[config.mk]
export PLATFORM = sky130hd
export DESIGN_NAME = imem_boot_ctrl_flat
export DESIGN_NICKNAME = d
export VERILOG_FILES = /design/src/rtl/imem_boot_if.sv /design/src/rtl/imem_boot_ctrl.sv /design/src/flat_wrapper.sv
export SDC_FILE = /design/constraint.sdc
export NUM_CORES = 1
export LEC_CHECK = 0
export CORE_ASPECT_RATIO = 1.1
export CORE_UTILIZATION = 46
export DETAILED_ROUTE_END_ITERATION = 10
export GPL_ROUTABILITY_DRIVEN = 0
export PLACE_DENSITY = 0.76
export RECOVER_POWER = 50
export REMOVE_ABC_BUFFERS = 1
export SLEW_MARGIN = 20
export SYNTH_ARGS = -nofsm -noshare
export SYNTH_HDL_FRONTEND = slang
export SYNTH_SLANG_ARGS = --single-unit
[constraint.sdc]
create_clock -name clk -period 1.66 [get_ports clk]
set_input_delay 0.332 -clock clk [delete_from_list [all_inputs] [get_ports clk]]
set_output_delay 0.332 -clock clk [all_outputs]
set_load 0.02 [all_outputs]
[src/rtl/imem_boot_if.sv]
// Pad-side load/request bus and i_mem write / CPU enable outputs of the tinysoc
// boot controller, bundled so the controller and its environment share one definition.
interface imem_boot_if #(
  parameter int ADDR_WIDTH = 3,
  parameter int HALF_WIDTH = 6
);
  logic [HALF_WIDTH-1:0]   load_data;
  logic                    load_valid;
  logic                    run_req;
  logic                    step_req;
  logic                    halt_req;
  logic                    reload_req;
  logic [ADDR_WIDTH-1:0]   imem_waddr;
  logic [2*HALF_WIDTH-1:0] imem_wdata;
  logic                    imem_wr;
  logic                    cpu_en;
  logic                    loaded;
  logic [1:0]              state;

  modport master (
    output load_data, load_valid, run_req, step_req, halt_req, reload_req,
    input  imem_waddr, imem_wdata, imem_wr, cpu_en, loaded, state
  );

  modport slave (
    input  load_data, load_valid, run_req, step_req, halt_req, reload_req,
    output imem_waddr, imem_wdata, imem_wr, cpu_en, loaded, state
  );
endinterface

[src/rtl/imem_boot_ctrl.sv]
// Boot and run-control sequencer: packs half-words into i_mem at ascending
// addresses, then gates the CPU enable with run / single-step / halt / reload.
module imem_boot_ctrl #(
  parameter int ADDR_WIDTH = 3,
  parameter int HALF_WIDTH = 6
) (
  input  logic       clk,
  input  logic       rst,
  imem_boot_if.slave bus
);
  localparam logic [1:0] ST_LOAD   = 2'b00;
  localparam logic [1:0] ST_HALTED = 2'b01;
  localparam logic [1:0] ST_RUN    = 2'b10;
  localparam logic [1:0] ST_STEP   = 2'b11;

  localparam logic [ADDR_WIDTH-1:0] ADDR_LAST = {ADDR_WIDTH{1'b1}};
  localparam logic [ADDR_WIDTH-1:0] ADDR_ONE  = ADDR_WIDTH'(1'b1);

  logic [1:0]              state_q, state_d;
  logic [ADDR_WIDTH-1:0]   addr_q, addr_d;
  logic                    half_q, half_d;
  logic [HALF_WIDTH-1:0]   hold_q, hold_d;
  logic                    wr_q, wr_d;
  logic [ADDR_WIDTH-1:0]   waddr_q, waddr_d;
  logic [2*HALF_WIDTH-1:0] wdata_q, wdata_d;
  logic                    loaded_q, loaded_d;

  // Next-state logic for the load sequencer and run-control FSM.
  always_comb begin
    state_d  = state_q;
    addr_d   = addr_q;
    half_d   = half_q;
    hold_d   = hold_q;
    wr_d     = 1'b0;
    waddr_d  = waddr_q;
    wdata_d  = wdata_q;
    loaded_d = loaded_q;
    case (state_q)
      ST_LOAD: begin
        if (bus.load_valid && !half_q) begin
          hold_d = bus.load_data;
          half_d = 1'b1;
        end else if (bus.load_valid) begin
          wr_d    = 1'b1;
          waddr_d = addr_q;
          wdata_d = {bus.load_data, hold_q};
          half_d  = 1'b0;
          addr_d  = addr_q + ADDR_ONE;
          // The final word leaves LOAD; its write pulse lands in the first HALTED cycle.
          if (addr_q == ADDR_LAST) begin
            state_d  = ST_HALTED;
            loaded_d = 1'b1;
          end else begin
            state_d = ST_LOAD;
          end
        end else begin
          half_d = half_q;
        end
      end
      ST_HALTED: begin
        if (bus.reload_req) begin
          state_d  = ST_LOAD;
          addr_d   = {ADDR_WIDTH{1'b0}};
          half_d   = 1'b0;
          loaded_d = 1'b0;
        end else if (bus.step_req) begin
          state_d = ST_STEP;
        end else if (bus.run_req) begin
          state_d = ST_RUN;
        end else begin
          state_d = ST_HALTED;
        end
      end
      ST_STEP: begin
        state_d = ST_HALTED;
      end
      ST_RUN: begin
        // Reload only stops the CPU here; a second reload in HALTED re-enters LOAD.
        if (bus.halt_req || bus.reload_req) begin
          state_d = ST_HALTED;
        end else begin
          state_d = ST_RUN;
        end
      end
      default: begin
        state_d = ST_HALTED;
      end
    endcase
  end

  // State and output registers with synchronous reset.
  always_ff @(posedge clk) begin
    if (rst) begin
      state_q  <= ST_LOAD;
      addr_q   <= {ADDR_WIDTH{1'b0}};
      half_q   <= 1'b0;
      hold_q   <= {HALF_WIDTH{1'b0}};
      wr_q     <= 1'b0;
      waddr_q  <= {ADDR_WIDTH{1'b0}};
      wdata_q  <= {(2*HALF_WIDTH){1'b0}};
      loaded_q <= 1'b0;
    end else begin
      state_q  <= state_d;
      addr_q   <= addr_d;
      half_q   <= half_d;
      hold_q   <= hold_d;
      wr_q     <= wr_d;
      waddr_q  <= waddr_d;
      wdata_q  <= wdata_d;
      loaded_q <= loaded_d;
    end
  end

  assign bus.imem_waddr = waddr_q;
  assign bus.imem_wdata = wdata_q;
  assign bus.imem_wr    = wr_q;
  assign bus.loaded     = loaded_q;
  assign bus.state      = state_q;
  assign bus.cpu_en     = (state_q == ST_RUN) || (state_q == ST_STEP);
endmodule

[src/flat_wrapper.sv]
// flat-port wrapper written by rule: the top's interface ports become plain ports
module imem_boot_ctrl_flat 
#(
  parameter int ADDR_WIDTH = 3,
  parameter int HALF_WIDTH = 6
)
  (clk, rst, bus_load_data, bus_load_valid, bus_run_req, bus_step_req, bus_halt_req, bus_reload_req, bus_imem_waddr, bus_imem_wdata, bus_imem_wr, bus_cpu_en, bus_loaded, bus_state);
  imem_boot_if #(.ADDR_WIDTH(ADDR_WIDTH), .HALF_WIDTH(HALF_WIDTH)) bus_i ();
  input  logic clk;
  input  logic rst;
  input wire logic [$bits(bus_i.load_data)-1:0] bus_load_data;
  input wire logic [$bits(bus_i.load_valid)-1:0] bus_load_valid;
  input wire logic [$bits(bus_i.run_req)-1:0] bus_run_req;
  input wire logic [$bits(bus_i.step_req)-1:0] bus_step_req;
  input wire logic [$bits(bus_i.halt_req)-1:0] bus_halt_req;
  input wire logic [$bits(bus_i.reload_req)-1:0] bus_reload_req;
  output wire logic [$bits(bus_i.imem_waddr)-1:0] bus_imem_waddr;
  output wire logic [$bits(bus_i.imem_wdata)-1:0] bus_imem_wdata;
  output wire logic [$bits(bus_i.imem_wr)-1:0] bus_imem_wr;
  output wire logic [$bits(bus_i.cpu_en)-1:0] bus_cpu_en;
  output wire logic [$bits(bus_i.loaded)-1:0] bus_loaded;
  output wire logic [$bits(bus_i.state)-1:0] bus_state;
  assign bus_i.load_data = bus_load_data;
  assign bus_i.load_valid = bus_load_valid;
  assign bus_i.run_req = bus_run_req;
  assign bus_i.step_req = bus_step_req;
  assign bus_i.halt_req = bus_halt_req;
  assign bus_i.reload_req = bus_reload_req;
  assign bus_imem_waddr = bus_i.imem_waddr;
  assign bus_imem_wdata = bus_i.imem_wdata;
  assign bus_imem_wr = bus_i.imem_wr;
  assign bus_cpu_en = bus_i.cpu_en;
  assign bus_loaded = bus_i.loaded;
  assign bus_state = bus_i.state;
  imem_boot_ctrl #(.ADDR_WIDTH(ADDR_WIDTH), .HALF_WIDTH(HALF_WIDTH)) u_core (.clk(clk), .rst(rst), .bus(bus_i));
endmodule
## Word-level counts from Yosys, hierarchy flattened

Index checks and enable logic that the tools add are counted.

| storage, ports and cells | value |
|---|---|
| flip-flop bits (word level) | 29 |
| input bits | 13 |
| logic and storage cells | 54 |

| cells by class | value |
|---|---|
| add/subtract/negate cells | 1 |
| equal/unequal tests | 9 |
| multiplexer cells | 21 |
| bitwise logic cells | 2 |
| reduce and logical (&&, ||, !) cells | 13 |

Operators by type and width:

| cell | count |
|---|---|
| $mux 2 | 6 |
| $mux 3 | 3 |
| $mux 1 | 8 |
| $pmux 2 s4 | 1 |
| $ne 2x2->1 const B | 3 |
| $pmux 3 s2 | 1 |
| $reduce_and 3->1 | 2 |
| $reduce_and 5->1 | 1 |
| $eq 2x2->1 const B | 2 |
| $pmux 1 s2 | 2 |
| $reduce_and 2->1 | 2 |
| $reduce_and 4->1 | 1 |
| $add 3x1->3 const B | 1 |
| $eq 3x3->1 const B | 1 |
| $ne 3x2->1 const B | 1 |
| $reduce_or 3->1 | 1 |
| $eq 2x1->1 const B | 1 |
| $logic_not 2->1 | 1 |
| $logic_or 1x1->1 | 2 |
| $ne 2x1->1 const B | 1 |
| $not 1->1 | 2 |
| $reduce_bool 2->1 | 1 |
| $logic_and 1x1->1 | 1 |
| $logic_not 1->1 | 1 |

## Logic depth before layout (Yosys ltp)

Gate-level depths: netlist of the first run.

| depth | value |
|---|---|
| word-level depth | 5 |
| mapped depth | 6 |

## Worst setup path after synthesis of the first run

OpenSTA, ideal clock, no wires.

| timing | value |
|---|---|
| path type | reg-to-reg |
| start | reg u_core.state_q[0], in the netlist u_core.bus.state[0] |
| end | reg u_core.hold_q[0] |
| setup time | 128 ps |
| arrival time | 1290 ps |
| data required time | 1532 ps |
| setup slack | 242 ps |
| stages on the path, launching flop included | 5 |
| buffers on the path | 1 |
| path through | dfxtp_1 -> buf_6 -> nor4b_4 -> mux2i_1 -> nor2_1 |

| between the ends | value |
|---|---|
| word-level cells in the longest chain between the ends | 2 |

Ends and longest elaborated chain:

| element | line | text |
|---|---|---|
| start: declaration | imem_boot_ctrl.sv:19 | `logic [1:0] state_q, state_d;` |
| start signal: assignment | imem_boot_ctrl.sv:103 | `state_q <= state_d;` |
| $logic_not 2->1 | imem_boot_ctrl.sv:38 | `case (state_q)` |
| $reduce_and 2->1 (no source line) | -- |  |
| end signal: assignment | imem_boot_ctrl.sv:97 | `hold_q <= {HALF_WIDTH{1'b0}};` |
| end signal: assignment | imem_boot_ctrl.sv:106 | `hold_q <= hold_d;` |
| end: declaration | imem_boot_ctrl.sv:22 | `logic [HALF_WIDTH-1:0] hold_q, hold_d;` |

Every way passes these cells.
A chain may end at the register's enable or synchronous reset.

## Worst setup path in the final report of the first run

| timing | value |
|---|---|
| start | reg u_core.wdata_q[0], in the netlist u_core.bus.imem_wdata[0] |
| end | out bus_imem_wdata[0] |

RTL lines:

| element | line | text |
|---|---|---|
| start: declaration | imem_boot_ctrl.sv:25 | `logic [2*HALF_WIDTH-1:0] wdata_q, wdata_d;` |
| start signal: assignment | imem_boot_ctrl.sv:100 | `wdata_q <= {(2*HALF_WIDTH){1'b0}};` |
| start signal: assignment | imem_boot_ctrl.sv:109 | `wdata_q <= wdata_d;` |
| end: declaration | flat_wrapper.sv:18 | `output wire logic [$bits(bus_i.imem_wdata)-1:0] bus_imem_wdata;` |

No word-level cell between the ends.

==> impl_results.md, run 1 <==
- Status: complete, no violations
- Post-Syn Instances: 125
- Post-synthesis sequential element count: 29
- Antenna viol nets, final: 0
- Buf/Inv on CP: 1
- Worst-path cell chain: clkdlybuf4s50_1
- Most frequent cells in the layout: 30 x nand2_1, 29 x dfxtp_1, 26 x clkdlybuf4s50_1
- Vias: 978
- Die Area: 2695 sq um
- Synth Area per Inst: 9.169 sq um
- Max layer used: met4
- DRC Markers: 0
- Die H: 54.35 microns
- YS warnings: 0
- Met3 WL: 116 microns
- Logic gate share of total power: 0.109
- CP Class: flop to output pin
- WL final: 2.392 mm
- Die Width: 49.59 microns
- Rows: 18
- Min Tclk post-route: 1.608 ns
- Switching part of the total: 0.2569
- ANT cells: 0
- Crit path largest cell delay: 0.61 ns
- Post-CTS Setup Bufs: 0
- Fin nets: 178
- Post-route insts no fill: 194
- Crit. End Element: output pin
- Startpoint Class: flop
- Drt first-iter violations: 9
- Tcrit/Tclk final: 0.9685
- Input/output buffers: 32
- RSZ-0062 raised after global routing: false
- Place WS: 0.02305 ns
- Total power: 0.001276 W
- Final Util: 0.6667
- Crit path max fanout: 2
- CP max-delay cell: clkdlybuf4s50_1
- Post-synthesis sequential area ratio: 0.5066
- Normalized max-slew margin: 0.6922
- Clk network pwr share: 0.319
- Routed WL per cell: 12.33 microns
- Peak VDD IR: 0.6966 mV
- Hold wc startpoint: u_core.bus.imem_wdata[4]$_SDFFE_PP0P_
- CTS tree: yes
- DP Cell Count: 186
- Crit path from: u_core.bus.imem_wdata[0]$_SDFFE_PP0P_
- Min-Delay Path Class: flop to flop
- Clock Sinks: 29
- Total gr overflow: 0
- Starting Density: 0.4989
- Hold violation count in the final report: 0
- Ports: 33
- Commonest non-fill, non-tap cell in the layout: nand2_1
- Mapped Area: 1146 sq um
- All-layer global routing usage: 0.2046
- Crit Reg-Reg Startpoint: u_core.bus.state[0]$_SDFFE_PP0P_
- PwrDens: 833.5 nW/um^2
- Worst-Skew Late Latency: 0.32 ns
- Delay-heaviest family, CP: buffers and inverters
- Clk root buf: clkbuf_4
- Total CTS buffers: 5
- Net Sw Power: 0.0003279 W
- Share of cells above drive strength 1: 0.1159
- Measured slew at the worst slew-check pin: 0.4617 ns
- Synth cell types: 26
- Initial antenna violation count: 0
- Max frequency: 0.6220 GHz
- Pre-Repair DR Iteration Count: 4
- Vias in the first global route: 959
- P&R area growth vs syn: 33.62%
- Final worst setup slack: 0.05234 ns
- Clk pin slew, worst setup/hold paths: 0.09 ns
- Core footprint: 2297 sq um
- Slew Viols, Final: 0
- Largest net degree at the start of global routing: 22
- Max-cap viol count: 0
- Final setup violation count: 0
- Hpwl dp: 1.764 mm
- Met2 WL: 1.207 mm
- Htree depth: 2
- Internal power: 0.0009485 W
- Static leakage: 0.5860 nW
- M1 WL: 1.056 mm
- Longest Clk Path Bufs: 2
- Sequential power share: 0.572
- Arr. time, crit path: 1.28 ns
- First-pass GRT wire length: 4.022 mm
- Vias per inst: 5.041
- Critical Path RT: 1.33 ns
- Clk_skew: 0.003932 ns
-- kinds of logic after synthesis --
kind of cell | count (synthesis) | synth area share
multiplexers | 8 | 0.07205
flip-flops | 29 | 0.5066
adder cells (fa/ha/maj) | 2 | 0.02183
AND/OR/NAND/NOR | 53 | 0.2369
buffers and inverters | 10 | 0.05021
AO/OA/AOI/OAI | 23 | 0.1125
-- worst paths after layout --
kind | cells past startpoint | endpoint | slack, ns
worst min register to register | 2 | u_core.bus.imem_wdata[4]$_SDFFE_PP0P_ | 0.46
worst max register to register | 5 | u_core.bus.imem_wdata[8]$_SDFFE_PP0P_ | 0.17
worst min-delay path | 2 | u_core.bus.imem_wdata[4]$_SDFFE_PP0P_ | 0.46
worst max-delay path | 1 | bus_imem_wdata[0] | 0.05
-- routing by layer --
metal	track usage	up-vias
met4	0.1286	0
met5	0	-
met3	0.05278	2
met2	0.3468	26
li1	-	496
met1	0.2339	454
-- flip-flops by register name (all words and copies together), names as in the netlist --
signal and count:
u_core.bus.state 2, u_core.hold_q 6, u_core.bus.imem_waddr 3, u_core.bus.imem_wr 1, u_core.bus.loaded 1, u_core.bus.imem_wdata 12
u_core.half_q 1, u_core.addr_q 3
-- stage by stage --
step                setup TNS (ns)  cell area, sq um  hold WS (ns)
detailed placement               0              1514        0.4448
global route                     0              1531        0.4784
finish                           0              1531        0.4578
global placement                 0              1514        0.4388
CTS                              0              1567        0.4589
floorplan                 -0.03124              1089        0.4011
-- power by group through the flow --
stage | clock (W) | combinational (W) | sequential, W
global route | 0.000453 | 0.000152 | 0.000733
global placement | 0 | 0.000142 | 0.000745
CTS | 0.000420 | 0.000146 | 0.000730
floorplan | 0 | 0.0000504 | 0.000754
finish | 0.000407 | 0.000139 | 0.000730
detailed placement | 0 | 0.000145 | 0.000747
-- synth_stat cells (all sizes together) --
| master | count | area, sq um |
|---|---|---|
| o21bai | 1 | 7.510 |
| ha | 2 | 25.02 |
| buf | 4 | 35.03 |
| nor2b | 3 | 18.77 |
| o21ai | 2 | 10.01 |
| nand2 | 30 | 112.6 |
| a311oi | 1 | 8.760 |
| mux2i | 6 | 60.06 |
| dfxtp | 29 | 580.6 |
| and4bb | 1 | 12.51 |
| or3 | 1 | 6.260 |
| clkbuf | 6 | 22.52 |
| and3b | 1 | 8.760 |
| a21oi | 17 | 85.08 |
| nand2b | 1 | 6.260 |
| nor3b | 1 | 7.510 |
| mux2 | 2 | 22.52 |
| nor4b | 2 | 32.53 |
| nor2 | 8 | 30.03 |
| nand4bb | 1 | 11.26 |
| a22o | 2 | 17.52 |
| nor3 | 4 | 25.02 |
-- cell type report --
| class | instances | area, sq um |
|---|---|---|
| fillers | 218 | 765.7 |
| clock buffers | 5 | 37.54 |
| flip-flops and latches | 29 | 580.6 |
| multi-input cells | 86 | 508.0 |
| well taps | 30 | 37.54 |
| repair buffers | 41 | 350.3 |
| clock inverters | 3 | 17.52 |
-- what timing repair did --
item	4_1_cts	5_1_grt
hold buffers	0	0
setup endpoints to repair	2	4
gates resized for setup	2	4
Note: power is estimated with default switching activity, not from simulation.
==> run 2: changes to the inputs <==
Clock period 1.66 ns to 1.8 ns, I/O delays scaled along.
==> impl_results.md, run 2 (synthesis gave the netlist of run 1 again) <==
- Fin area: 1538 sq um (+0.41%)
- Peak VDD IR: 0.6976 mV (+0.15%)
- Worst r2r dst: u_core.bus.imem_waddr[2]$_SDFFE_PP0P_
- Most crowded layer after global routing: met2
- Commonest non-fill, non-tap cell in the layout: clkdlybuf4s50_1
- Die Width: 49.59 microns (unchanged)
- CP max-delay cell: clkdlybuf4s50_1
- Core footprint: 2297 sq um (unchanged)
- Met1 Use GR: 0.2211 (-0.01281)
- Initial antenna violation count: 0 (unchanged)
- All-layer global routing usage: 0.2030 (-0.001570)
- Ports: 33 (unchanged)
- Min-Delay Path Class: flop to flop
- Slew Viols, Final: 0 (unchanged)
- Largest net degree at the start of global routing: 22 (unchanged)
- Drt first-iter violations: 10 (+1)
- Clk root buf: clkbuf_4
- Vias in the first global route: 901 (-6.0%)
- Normalized max-slew margin: 0.7249 (+0.03270)
- Total CTS buffers: 5 (unchanged)
- Most frequent cells in the layout: 31 x clkdlybuf4s50_1, 30 x nand2_1, 29 x dfxtp_1
- P&R area growth vs syn: 34.17%
- DRC Markers: 0 (unchanged)
- Tcrit/Tclk final: 0.9172
- CP Class: flop to output pin
- Die H: 54.35 microns (unchanged)
- Routed WL per cell: 12.29 microns (-0.29%)
- Hold_buf cts: 0 (unchanged)
- Hpwl dp: 1.680 mm (-4.7%)
- Crit path max fanout: 3 (+1)
- Worst-Skew Late Latency: 0.32 ns (about the same)
- ANT cells: 0 (unchanged)
- Input/output buffers: 32 (unchanged)
- Share of cells above drive strength 1: 0.09375 (-0.02210)
- Min Tclk post-route: 1.651 ns
- Status: complete, no violations
- Final setup violation count: 0 (unchanged)
- Rows: 18 (unchanged)
- Vias: 982 (+0.41%)
- Fin nets: 175 (-1.7%)
- Delay-heaviest family, CP: buffers and inverters
- Htree depth: 2 (unchanged)
- Clock Sinks: 29 (unchanged)
- CTS tree: yes
- Max frequency: 0.6057 GHz
- WL final: 2.336 mm (-2.3%)
- Crit. End Element: output pin
- Number of flip-flops in the largest register: 12 (unchanged)
- Buf/Inv on CP: 1 (unchanged)
- Crit Reg-Reg Startpoint: u_core.bus.state[1]$_SDFFE_PP0P_
- Measured slew at the worst slew-check pin: 0.4127 ns (-0.04905 ns)
- Placed Area: 1491 sq um (-1.5%)
- Post-route insts no fill: 190 (-2.1%)
- PwrDens: 771.8 nW/um^2 (-7.4%)
- Reg-to-reg slack, setup: 0.22 ns (+0.05 ns)
- Total gr overflow: 0 (unchanged)
- GR Layer Usage met2: 0.3514 (+0.004505)
- Global routing met3 resource utilization: 0.07778 (+0.02500)
- RSZ-0062 raised after global routing: false
- Worst-path cell chain: clkdlybuf4s50_1
- Hold Path Sink: u_core.bus.imem_wdata[3]$_SDFFE_PP0P_
- Hold violation count in the final report: 0 (unchanged)
- Startpoint Class: flop
- Post-cts resize count: 0 (-2)
- Critical Path RT: 1.44 ns (+0.11 ns)
- Clk pin slew, worst setup/hold paths: 0.08 ns (about the same)
- Arr. time, crit path: 1.29 ns (about the same)
- Max-cap viol count: 0 (unchanged)
- Hold path depth: 2 (unchanged)
- Crit path largest cell delay: 0.61 ns (about the same)
- Post-CTS Setup Bufs: 0 (unchanged)
- Antenna viol nets, final: 0 (unchanged)
- Static leakage: 0.5740 nW (-2.1%)
- First-pass GRT wire length: 3.933 mm (-2.2%)
- Worst reg2reg path depth: 5 (unchanged)
- Starting Density: 0.4989 (unchanged)
- Longest Clk Path Bufs: 2 (unchanged)
- TNS Setup: 0 ns (unchanged)
- Pre-Repair DR Iteration Count: 4 (unchanged)
- Hold wc startpoint: u_core.hold_q[3]$_SDFFE_PP0P_
- Die Area: 2695 sq um (unchanged)
- DP Cell Count: 183 (-1.6%)
- Vias per inst: 5.168 (+2.5%)
- Clk_skew: 0.007518 ns (+0.003586 ns)
[run 2: cell count changes in the layout (fill, tap and decap cells not counted), sizes merged]
cell           delta
clkbuf            -3
clkdlybuf4s50     +5
clkinvlp          -1
dlygate4sd3       +1
buf               -2
clkinv            -2
dlygate4sd2       -2
[run 2: worst reg2reg max path, stage by stage (launching register included)]
cell and delay, ns:
dfxtp_1 0.36, clkbuf_1 0.35, nand4bb_1 0.22, clkbuf_2 0.32, nand2_1 0.11, a21oi_1 0.15
[run 2: area by class of cell]
class,instances,area (sq um)
Clock buffer,7,55.05
Fill cell,209,759.5
Multi-Input combinational cell,86,508.0
Sequential cell,29,580.6
Tap cell,30,37.54
Timing Repair Buffer,38,356.6
[run 2: worst max-delay path by stage]
stage / from / end / slack, ns / cells past startpoint
final: u_core.bus.state[1]$_SDFFE_PP0P_ / bus_cpu_en / 0.15 / 1
after CTS: u_core.bus.state[1]$_SDFFE_PP0P_ / bus_cpu_en / 0.13 / 1
after global routing: u_core.bus.state[1]$_SDFFE_PP0P_ / bus_cpu_en / 0.09 / 1
after detailed placement: bus_load_valid / u_core.hold_q[2]$_SDFFE_PP0P_ / 0.08 / 5
after global placement: bus_load_valid / u_core.hold_q[1]$_SDFFE_PP0P_ / 0.12 / 5
after floorplan: u_core.bus.state[1]$_SDFFE_PP0P_ / u_core.addr_q[0]$_SDFFE_PP0P_ / 0.11 / 3
[run 2: power by group]
part	leakage [nW]	switching, W	internal (W)	total, W
clock network	0.0314	0.000204	0.000184	0.000388
registers	0.236	0.0000124	0.000661	0.000673
logic	0.307	0.0000613	0.0000644	0.000126
total	0.574	0.000278	0.000909	0.00119
[run 2: stage by stage]
stage,total power (W),utilization,setup WS [ns],hold WS (ns)
after CTS,0.001203,0.6732,0.1265,0.4593
after global routing,0.001247,0.6694,0.08611,0.4802
after detailed placement,0.0008163,0.6492,0.07690,0.4475
after global placement,0.0008119,0.6492,0.1165,0.4370
after floorplan,0.0007422,-,0.1088,0.4251
final,0.001187,0.6694,0.1491,0.4581
[run 2: per-layer routing]
| metal | part of all wire | up-vias |
|---|---|---|
| met1 | 0.43 | 461 |
| met3 | 0.054 | 7 |
| li1 | - | 489 |
| met4 | 0.018 | 0 |
| met2 | 0.50 | 25 |
| met5 | 0 | - |
